--- config.mk ---
export PLATFORM = sky130hd
export DESIGN_NAME = pio_in_irq
export DESIGN_NICKNAME = d
export VERILOG_FILES = /design/src/rtl/pio_in_pkg.sv /design/src/rtl/pio_debounce.sv /design/src/rtl/pio_in_irq.sv
export SDC_FILE = /design/constraint.sdc
export NUM_CORES = 1
export LEC_CHECK = 0
export CAP_MARGIN = 20
export CELL_PAD_IN_SITES_DETAIL_PLACEMENT = 1
export CELL_PAD_IN_SITES_GLOBAL_PLACEMENT = 1
export CORE_UTILIZATION = 33
export DETAILED_ROUTE_END_ITERATION = 10
export HOLD_SLACK_MARGIN = 0.08
export PLACE_DENSITY = 0.78
export SLEW_MARGIN = 10
export SYNTH_ARGS = -nofsm -noshare
export SYNTH_HDL_FRONTEND = slang
export SYNTH_SLANG_ARGS = --single-unit
--- constraint.sdc ---
create_clock -name clk -period 1.4 [get_ports clk]
set_clock_uncertainty 0.15 [all_clocks]
set_input_delay 0.28 -clock clk [delete_from_list [all_inputs] [get_ports clk]]
set_output_delay 0.28 -clock clk [all_outputs]
set_load 0.02 [all_outputs]
--- src/rtl/pio_in_pkg.sv ---
// Shared constants for the input PIO: register addresses and edge-capture modes.
package pio_in_pkg;

  localparam logic [1:0] ADDR_DATA    = 2'd0;
  localparam logic [1:0] ADDR_RAW     = 2'd1;
  localparam logic [1:0] ADDR_IRQMASK = 2'd2;
  localparam logic [1:0] ADDR_EDGECAP = 2'd3;

  localparam int unsigned EDGE_RISE = 0;
  localparam int unsigned EDGE_FALL = 1;
  localparam int unsigned EDGE_ANY  = 2;

endpackage

--- src/rtl/pio_debounce.sv ---
// One input bit: multi-flop synchroniser followed by an optional stability-count debouncer.
module pio_debounce #(
  parameter int unsigned SYNC_STAGES     = 2,
  parameter int unsigned DEBOUNCE_CYCLES = 0
) (
  input  logic clk,
  input  logic reset_n,
  input  logic din,
  output logic raw,
  output logic stable
);

  logic [SYNC_STAGES-1:0] sync_q;

  always_ff @(posedge clk or negedge reset_n) begin
    if (!reset_n) sync_q <= '0;
    else          sync_q <= {sync_q[SYNC_STAGES-2:0], din};
  end

  assign raw = sync_q[SYNC_STAGES-1];

  generate
    if (DEBOUNCE_CYCLES == 0) begin : g_bypass
      assign stable = raw;
    end else begin : g_count
      localparam int unsigned CW = $clog2(DEBOUNCE_CYCLES + 1);
      localparam logic [CW-1:0] LAST = CW'(DEBOUNCE_CYCLES - 1);

      logic [CW-1:0] count;
      logic          stable_r;

      // Any cycle where raw agrees with the accepted value restarts the count.
      always_ff @(posedge clk or negedge reset_n) begin
        if (!reset_n) begin
          count    <= '0;
          stable_r <= 1'b0;
        end else if (raw == stable_r) begin
          count <= '0;
        end else if (count == LAST) begin
          stable_r <= raw;
          count    <= '0;
        end else begin
          count <= count + CW'(1);
        end
      end

      assign stable = stable_r;
    end
  endgenerate

endmodule

--- src/rtl/pio_in_irq.sv ---
// Avalon-MM input PIO: synchronised/debounced inputs, sticky edge capture, maskable level irq.
module pio_in_irq
  import pio_in_pkg::*;
#(
  parameter int unsigned WIDTH           = 9,
  parameter int unsigned SYNC_STAGES     = 2,
  parameter int unsigned DEBOUNCE_CYCLES = 0,
  parameter int unsigned EDGE_TYPE       = EDGE_RISE
) (
  input  logic             clk,
  input  logic             reset_n,
  input  logic [1:0]       address,
  input  logic             chipselect,
  input  logic             write_n,
  input  logic [31:0]      writedata,
  output logic [31:0]      readdata,
  input  logic [WIDTH-1:0] in_port,
  output logic             irq
);

  logic [WIDTH-1:0] raw, stable, stable_q, edges, irq_mask, edge_cap, clr;
  logic [31:0]      rd_next;
  logic             wr;
  logic             unused_wdata;

  assign unused_wdata = ^writedata;

  for (genvar i = 0; i < WIDTH; i++) begin : g_bit
    pio_debounce #(
      .SYNC_STAGES     (SYNC_STAGES),
      .DEBOUNCE_CYCLES (DEBOUNCE_CYCLES)
    ) u_db (
      .clk     (clk),
      .reset_n (reset_n),
      .din     (in_port[i]),
      .raw     (raw[i]),
      .stable  (stable[i])
    );
  end

  always_comb begin
    if (EDGE_TYPE == EDGE_FALL)     edges = ~stable & stable_q;
    else if (EDGE_TYPE == EDGE_ANY) edges = stable ^ stable_q;
    else                            edges = stable & ~stable_q;
  end

  assign wr  = chipselect & ~write_n;
  assign clr = (wr && address == ADDR_EDGECAP) ? writedata[WIDTH-1:0] : '0;

  // A fresh edge is OR'd in after the clear so it is never lost to a simultaneous W1C.
  always_ff @(posedge clk or negedge reset_n) begin
    if (!reset_n) begin
      stable_q <= '0;
      irq_mask <= '0;
      edge_cap <= '0;
    end else begin
      stable_q <= stable;
      edge_cap <= (edge_cap & ~clr) | edges;
      if (wr && address == ADDR_IRQMASK) irq_mask <= writedata[WIDTH-1:0];
    end
  end

  always_comb begin
    rd_next = '0;
    case (address)
      ADDR_DATA:    rd_next[WIDTH-1:0] = stable;
      ADDR_RAW:     rd_next[WIDTH-1:0] = raw;
      ADDR_IRQMASK: rd_next[WIDTH-1:0] = irq_mask;
      ADDR_EDGECAP: rd_next[WIDTH-1:0] = edge_cap;
      default:      rd_next = '0;
    endcase
  end

  always_ff @(posedge clk or negedge reset_n) begin
    if (!reset_n) readdata <= '0;
    else          readdata <= rd_next;
  end

  assign irq = |(edge_cap & irq_mask);

endmodule

==> metrics.txt, run 1 <==
met1 WL roughly 1700 um; post-synthesis sequential area ratio 65.8%; die width ~80 um; post-route ant nets 0; IO Pins 80; Crit. End Element output port; Area Growth Syn to Fin 28.9%; Setup WS post-layout -0.469 ns; number of global-route vias before repair around 1300; CTS Buffer Depth 2; synth top area cells dfrtp_1 66%, buf_4 8.8%, mux2i_1 4.4%, a22o_1 4.3%, mux2_1 3.8%; Chip Height slightly above 80 um; status finished with violations; CP Cell Sequence a22o_1, a221oi_2, nand3_1, buf_6; Max FO, Critical Path 2; Tot Pwr between 3 and 4 mW; RSZ-0062 raised after global routing true; H-tree depth 2; CTS tree built; VDD IR max between 0.5 and 0.6 mV; Starting Density 34.5%; routed len/inst 13.9 um; number of remaining DRC errors 0; buffers added on ports 33; Root Driver clkbuf_8; library cells used by synthesis 19; Cells after DPL 276; area leader, netlist dfrtp_1; HP Class reg -> reg; clock latency on the worst-skew pair about 0.3 ns; Synth Warn # 0; WL met3 between 200 and 250 um; critical setup path kind reg -> out; failing checks setup timing; grt total ovfl 0; final setup vio count 1; clk sink count 54; Worst Path Arrival around 1.4 ns; TritonCTS Buffers 5; Finished Layout Cells between 200 and 300; die outline area roughly 0.0065 mm^2; Antenna diodes 0; min cycle time layout around 1.9 ns; top layer used by detailed routing met4; Rows 28; clock slew at reported path FFs roughly 0.090 ns; antenna violations before repair 0; global-route wire length before repair ~6500 um; Final period util 134%; first-pass detailed-route iteration total 4; Mapped Area between 0.002 and 0.0025 mm^2; share of the synthesized area in the top cell type between 60% and 70%; routed wire length 3990 um; Yosys reg bits 54; fin. max-slew vios 0; met2 wire len 2000 um; Power Density 1210 mW/mm^2; crit-path max cell delay around 0.39 ns; LEAKAGE approximately 1.3 nW; via count 1261; Core ar. ~0.0060 mm^2; nets@finish ~260; final hold vios 0; DP Wirelength between 2000 and 3000 um; Peak Freq 0.535 GHz; maxcap violations 0; gr usage total a little over an eighth; Final Util 44.5%; layout cells sized above 1 about 23%; Worst Setup Start Kind flop; RePlAce Congestion ~0.74; Vias per Instance about 4.4; crit path max-delay cell type dfrtp_1; largest net degree at the start of global routing between 50 and 60; 1st-iter DRT viols 53; Worst Path Required just under 1 ns; Syn Inst Count between 150 and 200; Avg Synthesized Cell Area 13.4 um^2
==> worst max-delay path: cells and delay by family, from the launching register on <==
kind,cells,cell delay [ns]
buf+inv,1,0.17
flops,1,0.39
compound gates,2,0.43
simple gates,1,0.16
==> stage by stage <==
| step | TNS, ns | instance area (um^2) | setup WS, ns | hold slack [ns] |
|---|---|---|---|---|
| finish | -0.469 | 2650 | -0.469 | 0.202 |
| CTS | -0.517 | 2670 | -0.517 | 0.207 |
| floorplan | 0 | 2140 | 0.0109 | -0.166 |
| detailed placement | -9.41 | 2520 | -0.577 | 0.148 |
| global route | -0.546 | 2650 | -0.546 | 0.221 |
| global placement | -9.16 | 2520 | -0.472 | 0.145 |
==> placed cells by master, fill, tap and decap left out, types with 9 or more instances in the layout <==
master / netlist / layout
dfrtp_1: 54 / 54
conb_1: 1 / 23
buf_4: 24 / 20
clkdlybuf4s50_1: 0 / 18
a22o_1: 10 / 10
mux2i_1: 9 / 9
nor2_1: 9 / 9
a21oi_1: 9 / 9
inv_1: 9 / 9
nand2_1: 9 / 9
==> cell type report <==
cell class | count | area, um^2
Fill cell | 641 | 3310
Inverter | 9 | 33.8
Timing Repair Buffer | 58 | 517
Clock buffer | 7 | 86.3
Multi-Input combinational cell | 84 | 561
Clock inverter | 1 | 5.00
Sequential cell | 54 | 1350
Tap cell | 75 | 93.8
==> path summary, 6_finish.rpt <==
kind                                          from                 endpoint  slack [ns]  cells after the start
max                                    edge_cap[0]                      irq       -0.47                      4
min                        g_bit[7].u_db.sync_q[0]  g_bit[7].u_db.sync_q[1]        0.20                      0
max reg2reg                            edge_cap[0]              readdata[0]        0.29                      4
min reg2reg                g_bit[7].u_db.sync_q[0]  g_bit[7].u_db.sync_q[1]        0.20                      0
max in group asynchronous                  reset_n  g_bit[6].u_db.sync_q[0]        0.51                      3
min in group asynchronous                  reset_n              stable_q[2]        0.34                      3
==> layer usage <==
layer	GRT usage [%]	up-vias
li1	-	578
met3	3.48	5
met5	0	-
met1	16.6	631
met4	4.82	0
met2	23.0	47
==> cells by family after synthesis <==
kind of cell | after synthesis | synth area share [%]
muxes | 18 | 9.32
and+or+nand+nor | 21 | 4.63
DFF | 54 | 65.8
other | 1 | 0.183
buffers and inverters | 37 | 12.3
AOI/OAI and AO/OA | 22 | 7.74
==> registers in the layout, indices dropped and copies added (netlist names) <==
register,flops
stable_q,9
irq_mask,9
readdata,9
g_bit.u_db.sync_q,18
edge_cap,9
==> what timing repair did <==
action	in CTS	in global routing
pin swaps	3	2
hold buffers	1	0
endpoints found under the hold margin	54	0
gates resized for setup	30	18
cloned	1	0
buffers inserted	1	1
endpoints found under the setup margin	25	14
==> Yosys cell counts <==
library cell,number
nand3_1,1
and4b_1,1
nand2_1,9
mux2_1,7
a22o_1,10
nor2_1,9
a221oi_1,1
dfrtp_1,54
a222oi_1,1
mux2i_1,9
a21oi_1,9
inv_1,9
conb_1,1
and4bb_1,1
buf_2,1
mux2_2,2
a22oi_1,1
buf_6,3
buf_4,24
==> where the power goes <==
| group | total, mW | internal [mW] | leakage (nW) | switching, mW |
|---|---|---|---|---|
| Combinational | 0.550 | 0.283 | 0.609 | 0.266 |
| Clock | 0.870 | 0.400 | 0.0482 | 0.470 |
| Sequential | 1.78 | 1.70 | 0.607 | 0.0778 |
No activity file was read; power rests on OpenSTA's default activity.
==> run 2: changes to the inputs <==
--- a/config.mk
+++ b/config.mk
@@ -12,6 +12,7 @@
 export DETAILED_ROUTE_END_ITERATION = 10
 export HOLD_SLACK_MARGIN = 0.08
 export PLACE_DENSITY = 0.78
+export SKIP_CTS_REPAIR_TIMING = 1
 export SLEW_MARGIN = 10
 export SYNTH_ARGS = -nofsm -noshare
 export SYNTH_HDL_FRONTEND = slang
==> run 2 against run 1 <==
Worst setup slack got worse by 0.00062 ns. Global-route usage decreased by 0.36 points. Routed wire length shrank 1.9%. Utilization up 0.78 points. Final cell count fell by 0.35%. Die area is the same. Flip-flop and latch count did not move. The flow still finishes with violations (setup timing). Worst hold slack about the same. Non-clock buffer count decreased by 1. Sequential share of layout area decreased by 0.88 points. Critical path type unchanged.
==> metrics.txt, run 2 (synthesis gave the netlist of run 1 again) <==
HP Class reg -> reg; DP Wirelength between 2000 and 3000 um; Chip Height approximately 81 um; pre-CTS WS -0.577 ns; CTS Buffer Depth 2; Area Growth Syn to Fin 31.2%; clk sink count between 50 and 60; FF-to-FF setup slack approximately 0.32 ns; antenna violations before repair 0; VDD IR max 0.533 mV; Final period util 134%; Max FO, Critical Path 2; final setup vio count 1; Cells after DPL 276; status finished with violations; LEAKAGE ~1.3 nW; Most flops, register g_bit.u_db.sync_q; reg2reg path depth 2; min cycle time layout approximately 1.9 ns; Critical path origin edge_cap[3]; number of remaining DRC errors 0; layout cells sized above 1 between 10% and 20%; clock slew at reported path FFs about 0.09 ns; post-route ant nets 0; clock latency on the worst-skew pair around 0.3 ns; die outline area 0.00654 mm^2; Worst Path Required roughly 0.97 ns; Root Driver clkbuf_8; Starting Density between 30 and 40%; Finished Layout Cells between 200 and 300; Vias per Instance roughly 4.4; H-tree depth 2; Worst Setup Start Kind flop; Filler cells ~630; IO Pins 80; Worst Path Arrival between 1 and 1.5 ns; RSZ-0062 raised after global routing true; CTS tree built; buffers added on ports 33; worst r2r src irq_mask[7]; routed wire length a little under 4000 um; TritonCTS Buffers 5; commonest cells after routing, fill and taps aside 54 x dfrtp_1, 23 x conb_1, 20 x buf_4; Setup WS post-layout -0.470 ns; Rows 28; first-pass detailed-route iteration total 4; max FFs per register 18; nets@finish about 260; failing checks setup timing; die width roughly 81 um; gr usage total a little over an eighth; most common cell after layout, fill and taps aside dfrtp_1; global-route wire length before repair about 6400 um; largest net degree at the start of global routing 55; reg-to-reg endpoint irq_mask[7]; final hold vios 0; maxcap violations 0; Peak Freq roughly 0.53 GHz; routed len/inst 13.7 um; fin. max-slew vios 0; Critical Path End irq; via count about 1300; Crit. End Element output port; 1st-iter DRT viols 25; RePlAce Congestion approximately 0.74; number of global-route vias before repair between 1000 and 1500; Antenna diodes 0; Core ar. 0.00596 mm^2; grt total ovfl 0; critical setup path kind reg -> out; Power Density ~1200 mW/mm^2
run 2: changes by cell type in the layout (fill, tap and decap cells not counted), moves of 2 or more:
cell            previous run  this run
dlymetal6s2s_1             0        13
clkbuf_2                   8         0
mux2_4                     5         1
dlygate4sd2_1              3         0
mux2_1                     4         7
buf_6                      2         0
run 2: layout make-up:
cell class / instances / area [um^2] / area share (%)
clock inverters: 1 / 5.00 / 0.186
well taps: 75 / 93.8 / 3.48
clock buffers: 7 / 86.3 / 3.20
flip-flops and latches: 54 / 1350 / 50.2
inverters: 9 / 33.8 / 1.25
multi-input cells: 84 / 546 / 20.3
repair buffers: 57 / 578 / 21.5
run 2: how the worst min path moves through the flow:
| stage | startpoint | to | slack (ns) | depth (start not counted) |
|---|---|---|---|---|
| after global routing | g_bit[6].u_db.sync_q[0] | g_bit[6].u_db.sync_q[1] | 0.22 | 0 |
| after floorplan | reset_n | edge_cap[0] | -0.17 | 0 |
| after CTS | reset_n | stable_q[6] | -0.18 | 2 |
| final | g_bit[7].u_db.sync_q[0] | g_bit[7].u_db.sync_q[1] | 0.20 | 0 |
| after detailed placement | reset_n | stable_q[2] | 0.15 | 2 |
| after global placement | reset_n | stable_q[2] | 0.14 | 2 |
run 2: metal layers:
| layer | vias up | GRT usage [%] | part of all wire (%) |
|---|---|---|---|
| li1 | 577 | - | - |
| met2 | 45 | 22.5 | 50 |
| met3 | 5 | 3.48 | 5.8 |
| met5 | - | 0 | 0 |
| met4 | 0 | 4.82 | 1.1 |
| met1 | 638 | 16.0 | 43 |
run 2: through the flow:
| stage | util [%] | TNS, ns | instance area, um^2 | hold WS (ns) | power, mW |
|---|---|---|---|---|---|
| after global routing | 45.2 | -0.553 | 2690 | 0.221 | 3.38 |
| after CTS | 43.9 | -4.08 | 2620 | -0.178 | 3.23 |
| final | 45.2 | -0.470 | 2690 | 0.202 | 3.20 |
| after global placement | 42.4 | -9.16 | 2520 | 0.145 | 2.33 |
| after detailed placement | 42.4 | -9.41 | 2520 | 0.148 | 2.35 |
| after floorplan | - | 0 | 2140 | -0.166 | 2.10 |
run 2: where the power goes:
part / internal, mW / leakage (nW) / switching, mW
combinational: 0.291 / 0.687 / 0.266
sequential: 1.70 / 0.607 / 0.0722
clock: 0.400 / 0.0482 / 0.468
run 2: worst max-delay path, cell delays in order (launching register included):
cell,delay (ns)
dfrtp_1,0.40
a222oi_1,0.40
nand3_1,0.16
buf_2,0.18
==> run 3: changes to the inputs <==
--- a/config.mk
+++ b/config.mk
@@ -9,6 +9,7 @@
 export CELL_PAD_IN_SITES_DETAIL_PLACEMENT = 1
 export CELL_PAD_IN_SITES_GLOBAL_PLACEMENT = 1
 export CORE_UTILIZATION = 33
+export CTS_CLUSTER_DIAMETER = 200
 export DETAILED_ROUTE_END_ITERATION = 10
 export HOLD_SLACK_MARGIN = 0.08
 export PLACE_DENSITY = 0.78
==> results of run 3 <==
Final layout, timing and power as in run 2 (identical DEF).
